--- config.mk ---
export PLATFORM = sky130hd
export DESIGN_NAME = bit_stuffer_flat
export DESIGN_NICKNAME = d
export VERILOG_FILES = /design/src/rtl/usb_pkg.sv /design/src/rtl/bit_stuffer_if.sv /design/src/rtl/bit_stuffer_ctrl.sv /design/src/rtl/bit_stuffer.sv /design/src/flat_wrapper.sv
export SDC_FILE = /design/constraint.sdc
export NUM_CORES = 1
export LEC_CHECK = 0
export ABC_AREA = 1
export BUFFER_PORTS_ARGS = -buffer_cell sky130_fd_sc_hd__buf_4
export CAP_MARGIN = 20
export CORE_AREA = 4 4 41 43
export DETAILED_ROUTE_END_ITERATION = 8
export DIE_AREA = 0 0 45 47
export GPL_TIMING_DRIVEN = 0
export PLACE_DENSITY_LB_ADDON = 0.1
export SLEW_MARGIN = 20
export SYNTH_ARGS = -nofsm -noshare
export SYNTH_HDL_FRONTEND = slang
export SYNTH_HIERARCHICAL = 1
export SYNTH_SLANG_ARGS = --single-unit
--- constraint.sdc ---
create_clock -name clk -period 2.25 [get_ports clk]
set_clock_uncertainty 0.15 [all_clocks]
set_input_delay 0.3375 -clock clk [delete_from_list [all_inputs] [get_ports clk]]
set_output_delay 0.3375 -clock clk [all_outputs]
set_load 0.03 [all_outputs]
--- src/rtl/usb_pkg.sv ---
// Shared USB transmit-path types and constants.
package usb_pkg;

   typedef enum logic {PASS, STUFF} stuff_state_t;

   localparam int USB_STUFF_RUN = 6;

endpackage

--- src/rtl/bit_stuffer_if.sv ---
// Serial bit-stream link between the packet serializer, the bit stuffer and the NRZI encoder.
interface bit_stuffer_if;

   logic bstr_in;
   logic bstr_in_avail;
   logic in_done;
   logic bstr_in_ready;
   logic bstr_out;
   logic bstr_out_avail;
   logic out_done;

   // The serializer/encoder side of the link.
   modport master (
      output bstr_in, bstr_in_avail, in_done,
      input  bstr_in_ready, bstr_out, bstr_out_avail, out_done
   );

   // The stuffer side of the link.
   modport slave (
      input  bstr_in, bstr_in_avail, in_done,
      output bstr_in_ready, bstr_out, bstr_out_avail, out_done
   );

endinterface

--- src/rtl/bit_stuffer_ctrl.sv ---
// Stuffing control: ones-run counter, PASS/STUFF FSM and end-of-packet pending flag.
module bit_stuffer_ctrl
   import usb_pkg::*;
#(
   parameter int RUN_LEN = USB_STUFF_RUN
) (
   input  logic clk,
   input  logic rst_b,
   input  logic in_bit,
   input  logic in_bit_avail,
   input  logic in_done,
   output logic in_ready,
   output logic bit_accept,
   output logic stuff_emit,
   output logic done_emit
);

   localparam int CNT_W = $clog2(RUN_LEN + 1);

   stuff_state_t     state_q, state_d;
   logic [CNT_W-1:0] cnt_q, cnt_d;
   logic             done_pend_q, done_pend_d;
   logic             done_accept;

   assign in_ready    = rst_b && (state_q == PASS) && !done_pend_q;
   assign bit_accept  = in_bit_avail && in_ready;
   assign done_accept = in_done && in_ready;
   assign stuff_emit  = (state_q == STUFF);

   always_comb begin
      // NOTE: every output of this block gets a default first so no path can infer a latch.
      state_d     = state_q;
      cnt_d       = cnt_q;
      done_pend_d = done_pend_q;
      done_emit   = 1'b0;
      case (state_q)
         STUFF: begin
            state_d = PASS;
            cnt_d   = '0;
         end
         PASS: begin
            if (done_pend_q) begin
               // Deferred end-of-packet: the last data (and stuff) bit has already gone out.
               done_emit   = 1'b1;
               done_pend_d = 1'b0;
               cnt_d       = '0;
            end else begin
               if (bit_accept) begin
                  if (in_bit) begin
                     cnt_d = cnt_q + CNT_W'(1);
                     if (cnt_q == CNT_W'(RUN_LEN - 1)) state_d = STUFF;
                  end else begin
                     cnt_d = '0;
                  end
               end
               if (done_accept) begin
                  if (bit_accept) begin
                     done_pend_d = 1'b1;
                  end else begin
                     done_emit = 1'b1;
                     cnt_d     = '0;
                  end
               end
            end
         end
         default: state_d = PASS;
      endcase
   end

   always_ff @(posedge clk) begin
      // NOTE: state registers use non-blocking assignments so every flop samples pre-edge values.
      if (!rst_b) begin
         state_q     <= PASS;
         cnt_q       <= '0;
         done_pend_q <= 1'b0;
      end else begin
         state_q     <= state_d;
         cnt_q       <= cnt_d;
         done_pend_q <= done_pend_d;
      end
   end

endmodule

--- src/rtl/bit_stuffer.sv ---
// USB transmit bit stuffer: inserts a 0 after every RUN_LEN consecutive 1s, one-cycle latency.
module bit_stuffer
   import usb_pkg::*;
#(
   parameter int RUN_LEN = USB_STUFF_RUN
) (
   input  logic          clk,
   input  logic          rst_b,
   bit_stuffer_if.slave  bus
);

   logic bit_accept;
   logic stuff_emit;
   logic done_emit;
   logic out_bit_q;
   logic out_avail_q;
   logic out_done_q;

   bit_stuffer_ctrl #(
      .RUN_LEN (RUN_LEN)
   ) u_ctrl (
      .clk          (clk),
      .rst_b        (rst_b),
      .in_bit       (bus.bstr_in),
      .in_bit_avail (bus.bstr_in_avail),
      .in_done      (bus.in_done),
      .in_ready     (bus.bstr_in_ready),
      .bit_accept   (bit_accept),
      .stuff_emit   (stuff_emit),
      .done_emit    (done_emit)
   );

   // The three sources are mutually exclusive: ready is low in STUFF and while a done is pending.
   always_ff @(posedge clk) begin
      if (!rst_b) begin
         out_bit_q   <= 1'b0;
         out_avail_q <= 1'b0;
         out_done_q  <= 1'b0;
      end else begin
         out_bit_q   <= 1'b0;
         out_avail_q <= 1'b0;
         out_done_q  <= 1'b0;
         if (stuff_emit) begin
            out_avail_q <= 1'b1;
         end else if (bit_accept) begin
            out_bit_q   <= bus.bstr_in;
            out_avail_q <= 1'b1;
         end else if (done_emit) begin
            out_done_q  <= 1'b1;
         end
      end
   end

   assign bus.bstr_out       = out_bit_q;
   assign bus.bstr_out_avail = out_avail_q;
   assign bus.out_done       = out_done_q;

endmodule

--- src/flat_wrapper.sv ---
// flat-port wrapper written by rule: the top's interface ports become plain ports
module bit_stuffer_flat import usb_pkg::*;
#(
   parameter int RUN_LEN = USB_STUFF_RUN
)
  (clk, rst_b, bus_bstr_in, bus_bstr_in_avail, bus_in_done, bus_bstr_in_ready, bus_bstr_out, bus_bstr_out_avail, bus_out_done);
  bit_stuffer_if bus_i ();
  input  logic clk;
  input  logic rst_b;
  input wire logic [$bits(bus_i.bstr_in)-1:0] bus_bstr_in;
  input wire logic [$bits(bus_i.bstr_in_avail)-1:0] bus_bstr_in_avail;
  input wire logic [$bits(bus_i.in_done)-1:0] bus_in_done;
  output wire logic [$bits(bus_i.bstr_in_ready)-1:0] bus_bstr_in_ready;
  output wire logic [$bits(bus_i.bstr_out)-1:0] bus_bstr_out;
  output wire logic [$bits(bus_i.bstr_out_avail)-1:0] bus_bstr_out_avail;
  output wire logic [$bits(bus_i.out_done)-1:0] bus_out_done;
  assign bus_i.bstr_in = bus_bstr_in;
  assign bus_i.bstr_in_avail = bus_bstr_in_avail;
  assign bus_i.in_done = bus_in_done;
  assign bus_bstr_in_ready = bus_i.bstr_in_ready;
  assign bus_bstr_out = bus_i.bstr_out;
  assign bus_bstr_out_avail = bus_i.bstr_out_avail;
  assign bus_out_done = bus_i.out_done;
  bit_stuffer #(.RUN_LEN(RUN_LEN)) u_core (.clk(clk), .rst_b(rst_b), .bus(bus_i));
endmodule
# [Yosys cells after proc, flatten, opt, wreduce, memory -nomap -nowiden]
# Cells that the tools add are included.
[totals] wordCells=38 reg_bits=8 out_inout_bits=4 in_bits=5
[classes] n_addsub=1 n_mux=20 n_reduce_logical=7 eq_ne=1 n_bitwise=3
[ops] cell="3-bit two-way mux" n=5
[ops] cell="1-bit two-way mux" n=13
[ops] cell="3-bit one-hot mux with 2 select lines" n=1
[ops] cell="3-bit OR reduction" n=2
[ops] cell="1-bit logical AND" n=4
[ops] cell="3-bit by 1-bit adder with 3-bit output, second input constant" n=1
[ops] cell="3-bit equality test, second input constant" n=1
[ops] cell="1-bit NOT" n=3
[ops] cell="1-bit one-hot mux with 2 select lines" n=1
[ops] cell="1-bit logical NOT" n=1

# [Longest topological paths before layout]
[depth] depth_word=9 depth_mapped=7 mapped_depth_nobuf=7

# [Hierarchy]
# Netlist, hierarchy kept.
[modules_own_cells] mod="bit_stuffer_ctrl" seq_area_each_um2=100.1 cells_each=43 instances=1 area_per_inst_um2=292.8
[modules_own_cells] mod="bit_stuffer" seq_area_each_um2=60.1 cells_each=13 instances=1 area_per_inst_um2=100.1

# [Worst setup path after synthesis]
# OpenSTA, ideal clock, no wires.
[synth_timing] path_type="register -> register" from="register u_core.u_ctrl.state_q (netlist: u_core/u_ctrl/stuff_emit)" to="register u_core.out_done_q (netlist: u_core/bus.out_done)" path_buffers=0 arrival_time_ns=1.008 slack_ns=1.028 path_stages_with_launch=8 t_required_ns=2.036 cell_sequence="dfxtp_1 nor2_2 nand2_2 inv_2 nand3_1 a21oi_1 nand2_1 nor2_1"
[synth_between] elab_chain_cells=9
[synth_rtl] element="from (decl)" line="bit_stuffer_ctrl.sv:20" rtl="stuff_state_t state_q, state_d;"
[synth_rtl] element="from (signal assigned)" line="bit_stuffer_ctrl.sv:77" rtl="state_q <= state_d;"
[synth_rtl] element="1-bit NOT *"
[synth_rtl] element="1-bit logical AND * (2 in series)" line="bit_stuffer_ctrl.sv:25" rtl="assign in_ready = rst_b && (state_q == PASS) && !done_pend_q;"
[synth_rtl] element="via bus_bstr_in_ready" line="flat_wrapper.sv:13" rtl="output wire logic [$bits(bus_i.bstr_in_ready)-1:0] bus_bstr_in_ready;"
[synth_rtl] element="1-bit logical AND" line="bit_stuffer_ctrl.sv:26" rtl="assign bit_accept = in_bit_avail && in_ready;"
[synth_rtl] element="1-bit two-way mux" line="bit_stuffer_ctrl.sv:57" rtl="if (bit_accept) begin"
[synth_rtl] element="1-bit two-way mux *" line="bit_stuffer_ctrl.sv:56" rtl="if (done_accept) begin"
[synth_rtl] element="1-bit two-way mux *" line="bit_stuffer_ctrl.sv:42" rtl="if (done_pend_q) begin"
[synth_rtl] element="1-bit two-way mux *" line="bit_stuffer_ctrl.sv:36" rtl="case (state_q)"
[synth_rtl] element="via u_core.done_emit" line="bit_stuffer.sv:14" rtl="logic done_emit;"
[synth_rtl] element="1-bit two-way mux *" line="bit_stuffer.sv:48" rtl="end else if (done_emit) begin"
[synth_rtl] element="to (signal assigned)" line="bit_stuffer.sv:38" rtl="out_done_q <= 1'b0;"
[synth_rtl] element="to (signal assigned)" line="bit_stuffer.sv:42" rtl="out_done_q <= 1'b0;"
[synth_rtl] element="to (signal assigned)" line="bit_stuffer.sv:49" rtl="out_done_q <= 1'b1;"
[synth_rtl] element="to (decl)" line="bit_stuffer.sv:17" rtl="logic out_done_q;"
# Mark *: on every way through the listed nets, which the timed path passes. The rest lies on a longest branch.
# A chain may end at the register's enable or synchronous reset.

# [Worst setup path in the final report]
[layout_timing] from="register u_core.u_ctrl.state_q (netlist: u_core/u_ctrl/stuff_emit)" to="output port bus_bstr_in_ready"
[layout_between] elab_chain_cells=3
[layout_rtl] element="1-bit NOT"
[layout_rtl] element="1-bit logical AND (2 in series)" line="bit_stuffer_ctrl.sv:25"
[layout_rtl] element="to (decl)" line="flat_wrapper.sv:13"
# No other way between the ends.

==> run_results.csv <==
group,metric,value,unit
outcome,status,"complete, no violations",
power_and_ir_drop,intPower,0.221,mW
synth,netlist_instances,56,
floorplanning,fp.dieW,45,um
global_route,grt_pass1_wl,1340,um
power_and_ir_drop,seqPwrFrac,0.500,
timing,hold_viol_final,0,
synth,synth_area_per_cell,7.02,um^2
finish,final_nets,76,
min_path,min_to,"u_core/bus.bstr_out_avail",
power_and_ir_drop,p_leak,0.231,nW
flow_run,maxCapViolCount,0,
power_and_ir_drop,power.density,594,mW/mm^2
routing,first_pass_iters,1,
floorplanning,std_cell_rows,13,
clock_network,clk_path_buf_depth,2,
clock_network,h-tree-depth,1,
timing,slew_headroom,0.869,
setup_path,rr_worst_depth,7,
timing,setup_viol,0,
floorplanning,num_io_pins,9,
synth,synth-adder-area-share,0.0637,
synth,synth-seq-cells,8,
floorplanning,dieHeight,47,um
routing,num_vias,344,
floorplanning,core-area,0.00130,mm^2
routing,wl,744,um
routing,wl_per_cell,9.07,um
clock_network,clk_pin_slew_worst_paths,0.05,ns
clock_network,cts_hold_buf,0,
synth,synth.area.mux_share,0,
clock_network,clock_latency,0.25,ns
power_and_ir_drop,pwr-share-comb,0.130,
setup_path,worstPathRequired,1.76,ns
synth,synth_area,393,um^2
floorplanning,start_util,0.302,
finish,post-route-util,0.380,
synth,synth-simple-area-share,0.334,
timing,tightest_slew,0.196,ns
placement,hpwl,604,um
synth,ys_seq_area_frac,0.408,
finish,final_cell_mix,"nand2_1 (10), inv_1 (10), nor2_1 (9), buf_4 (8), dfxtp_1 (8)",
power_and_ir_drop,switching_share,0.248,
setup_path,crit_arrival,1.08,ns
synth,synth_compound_area_frac,0.0701,
setup_path,crit_fanout,5,
clock_network,cts_resized,0,
global_route,first_global_vias,331,
global_route,overflow,0,
setup_path,r2r_end,"u_core/bus.out_done",
clock_network,cts_sinks,8,
power_and_ir_drop,switchingPower,0.0727,mW
finish,num-fill-cells,152,
finish,area_delta_synth_final,25.8,%
placement,gp_congestion,0.769,
routing,initialDrtViolationCount,0,
clock_network,cts_buffers,3,
finish,layout-drive-gt1-share,0.313,
power_and_ir_drop,vdd_drop_max,0.000215,V
synth,synth_cell_type_count,13,
min_path,hold_path_class,"in2reg",
clock_network,postCtsSetupRepairBufs,0,
setup_path,end_kind,"output pin",
synth,syn-num-nets,63,
setup_path,r2r_start,"u_core/u_ctrl/stuff_emit",
synth,yosys_warnings,6,
global_route,grt_max_degree,6,
timing,timing.fmax,637,MHz
placement,io_buffers,8,
global_route,track_usage,0.0927,
timing,fin_crit_sh,0.698,
min_path,min_path_cells,3,
setup_path,path_class,"reg2out",
synth,synth_xor_area_frac,0,
floorplanning,die-area,0.00212,mm^2
clock_network,root_buffer,"clkbuf_4",
synth,synth_top_family_by_area,"simple AND/OR/NAND/NOR gates",
timing,drv_slew,0,
routing,detail-route-antenna-nets,0,
global_route,grt_antenna_before_repair,0,
timing,setup_tns,0,ns
clock_network,cts_tree,"done",
routing,route.detailed.vias_per_inst,4.20,
finish,num_antenna_cells,0,
power_and_ir_drop,p_clk_frac,0.371,
setup_path,worst_setup_path_start_kind,"flop",
timing,period_minus_slack,1.57,ns
min_path,hp-start,"rst_b",
routing,drc,0,
timing,grt_setup_unrepaired,"false",
setup_path,r2r_slack,1.04,ns
## synthesized netlist by cell type
cell type  count  area (um^2)
inv_1         10         37.5
nand2_1       10         37.5
nor2_1         9         33.8
dfxtp_1        8          160
nand3_1        4         20.0
inv_2          3         11.3
nand2_2        3         18.8
a21oi_1        2         10.0
a21oi_2        2         17.5
ha_1           2         25.0
nand3_2        1         10.0
nor2_2         1         6.26
nor3_1         1         5.00
## logic make-up after synthesis
logic type                 after synthesis
AOI/OAI and AO/OA                        4
adders and majority gates                2
buffers and inverters                   13
DFF                                      8
and+or+nand+nor                         29
## final cells by class
cell class                      count  area (um^2)  area share
Sequential cell                     8          160       0.324
Tap cell                           15         18.8      0.0380
Multi-Input combinational cell     35          184       0.372
Clock buffer                        3         22.5      0.0456
Timing Repair Buffer                8         60.1       0.122
Inverter                           13         48.8      0.0987
## power groups by stage
stage,clock [mW],combinational (mW),sequential (mW)
after floorplan,0,0.0179,0.153
after global placement,0,0.0386,0.150
after detailed placement,0,0.0383,0.150
after CTS,0.116,0.0385,0.147
after global routing,0.128,0.0430,0.147
final,0.109,0.0381,0.147
## per-layer routing
metal  vias up  global-route usage  wire [um]
li1        192                   -          -
met1       144              0.0940        316
met2         8               0.147        367
met3         0              0.0690         60
met4         0              0.0351          0
met5         -                   0          0
## worst max path at each step
stage,startpoint,to,slack [ns],depth (start not counted)
2_1_floorplan,u_core/u_ctrl/stuff_emit,u_core/bus.out_done,1.03,7
3_3_place_gp,u_core/u_ctrl/stuff_emit,bus_bstr_in_ready,0.94,4
3_5_place_dp,u_core/u_ctrl/stuff_emit,bus_bstr_in_ready,0.94,4
4_1_cts,u_core/u_ctrl/stuff_emit,bus_bstr_in_ready,0.66,4
5_1_grt,u_core/u_ctrl/stuff_emit,bus_bstr_in_ready,0.57,4
6_report,u_core/u_ctrl/stuff_emit,bus_bstr_in_ready,0.68,4
## worst max-delay path: stages, from the launching register on
cell and delay [ns]:
dfxtp_1 0.35, nor2_2 0.14, nand2_2 0.09, inv_2 0.08, buf_4 0.16
## sequential cells by signal, indices dropped and copies added, names as in the netlist
register                   cells
u_core/u_ctrl/cnt_q            3
u_core/bus.bstr_out            1
u_core/bus.bstr_out_avail      1
u_core/bus.out_done            1
u_core/u_ctrl/done_pend_q      1
u_core/u_ctrl/stuff_emit       1
## per-stage QoR
step / hold WS, ns / power (mW) / area, um^2 / setup slack, ns / instances
3_5_place_dp: 0.304 / 0.188 / 472 / 0.942 / 79
6_report: 0.200 / 0.293 / 494 / 0.680 / 82
2_1_floorplan: 0.278 / 0.171 / 393 / 1.03 / 56
4_1_cts: 0.190 / 0.301 / 494 / 0.661 / 82
3_3_place_gp: 0.312 / 0.188 / 472 / 0.941 / 79
5_1_grt: 0.201 / 0.317 / 494 / 0.574 / 82
(Power assumes the default switching activity.)
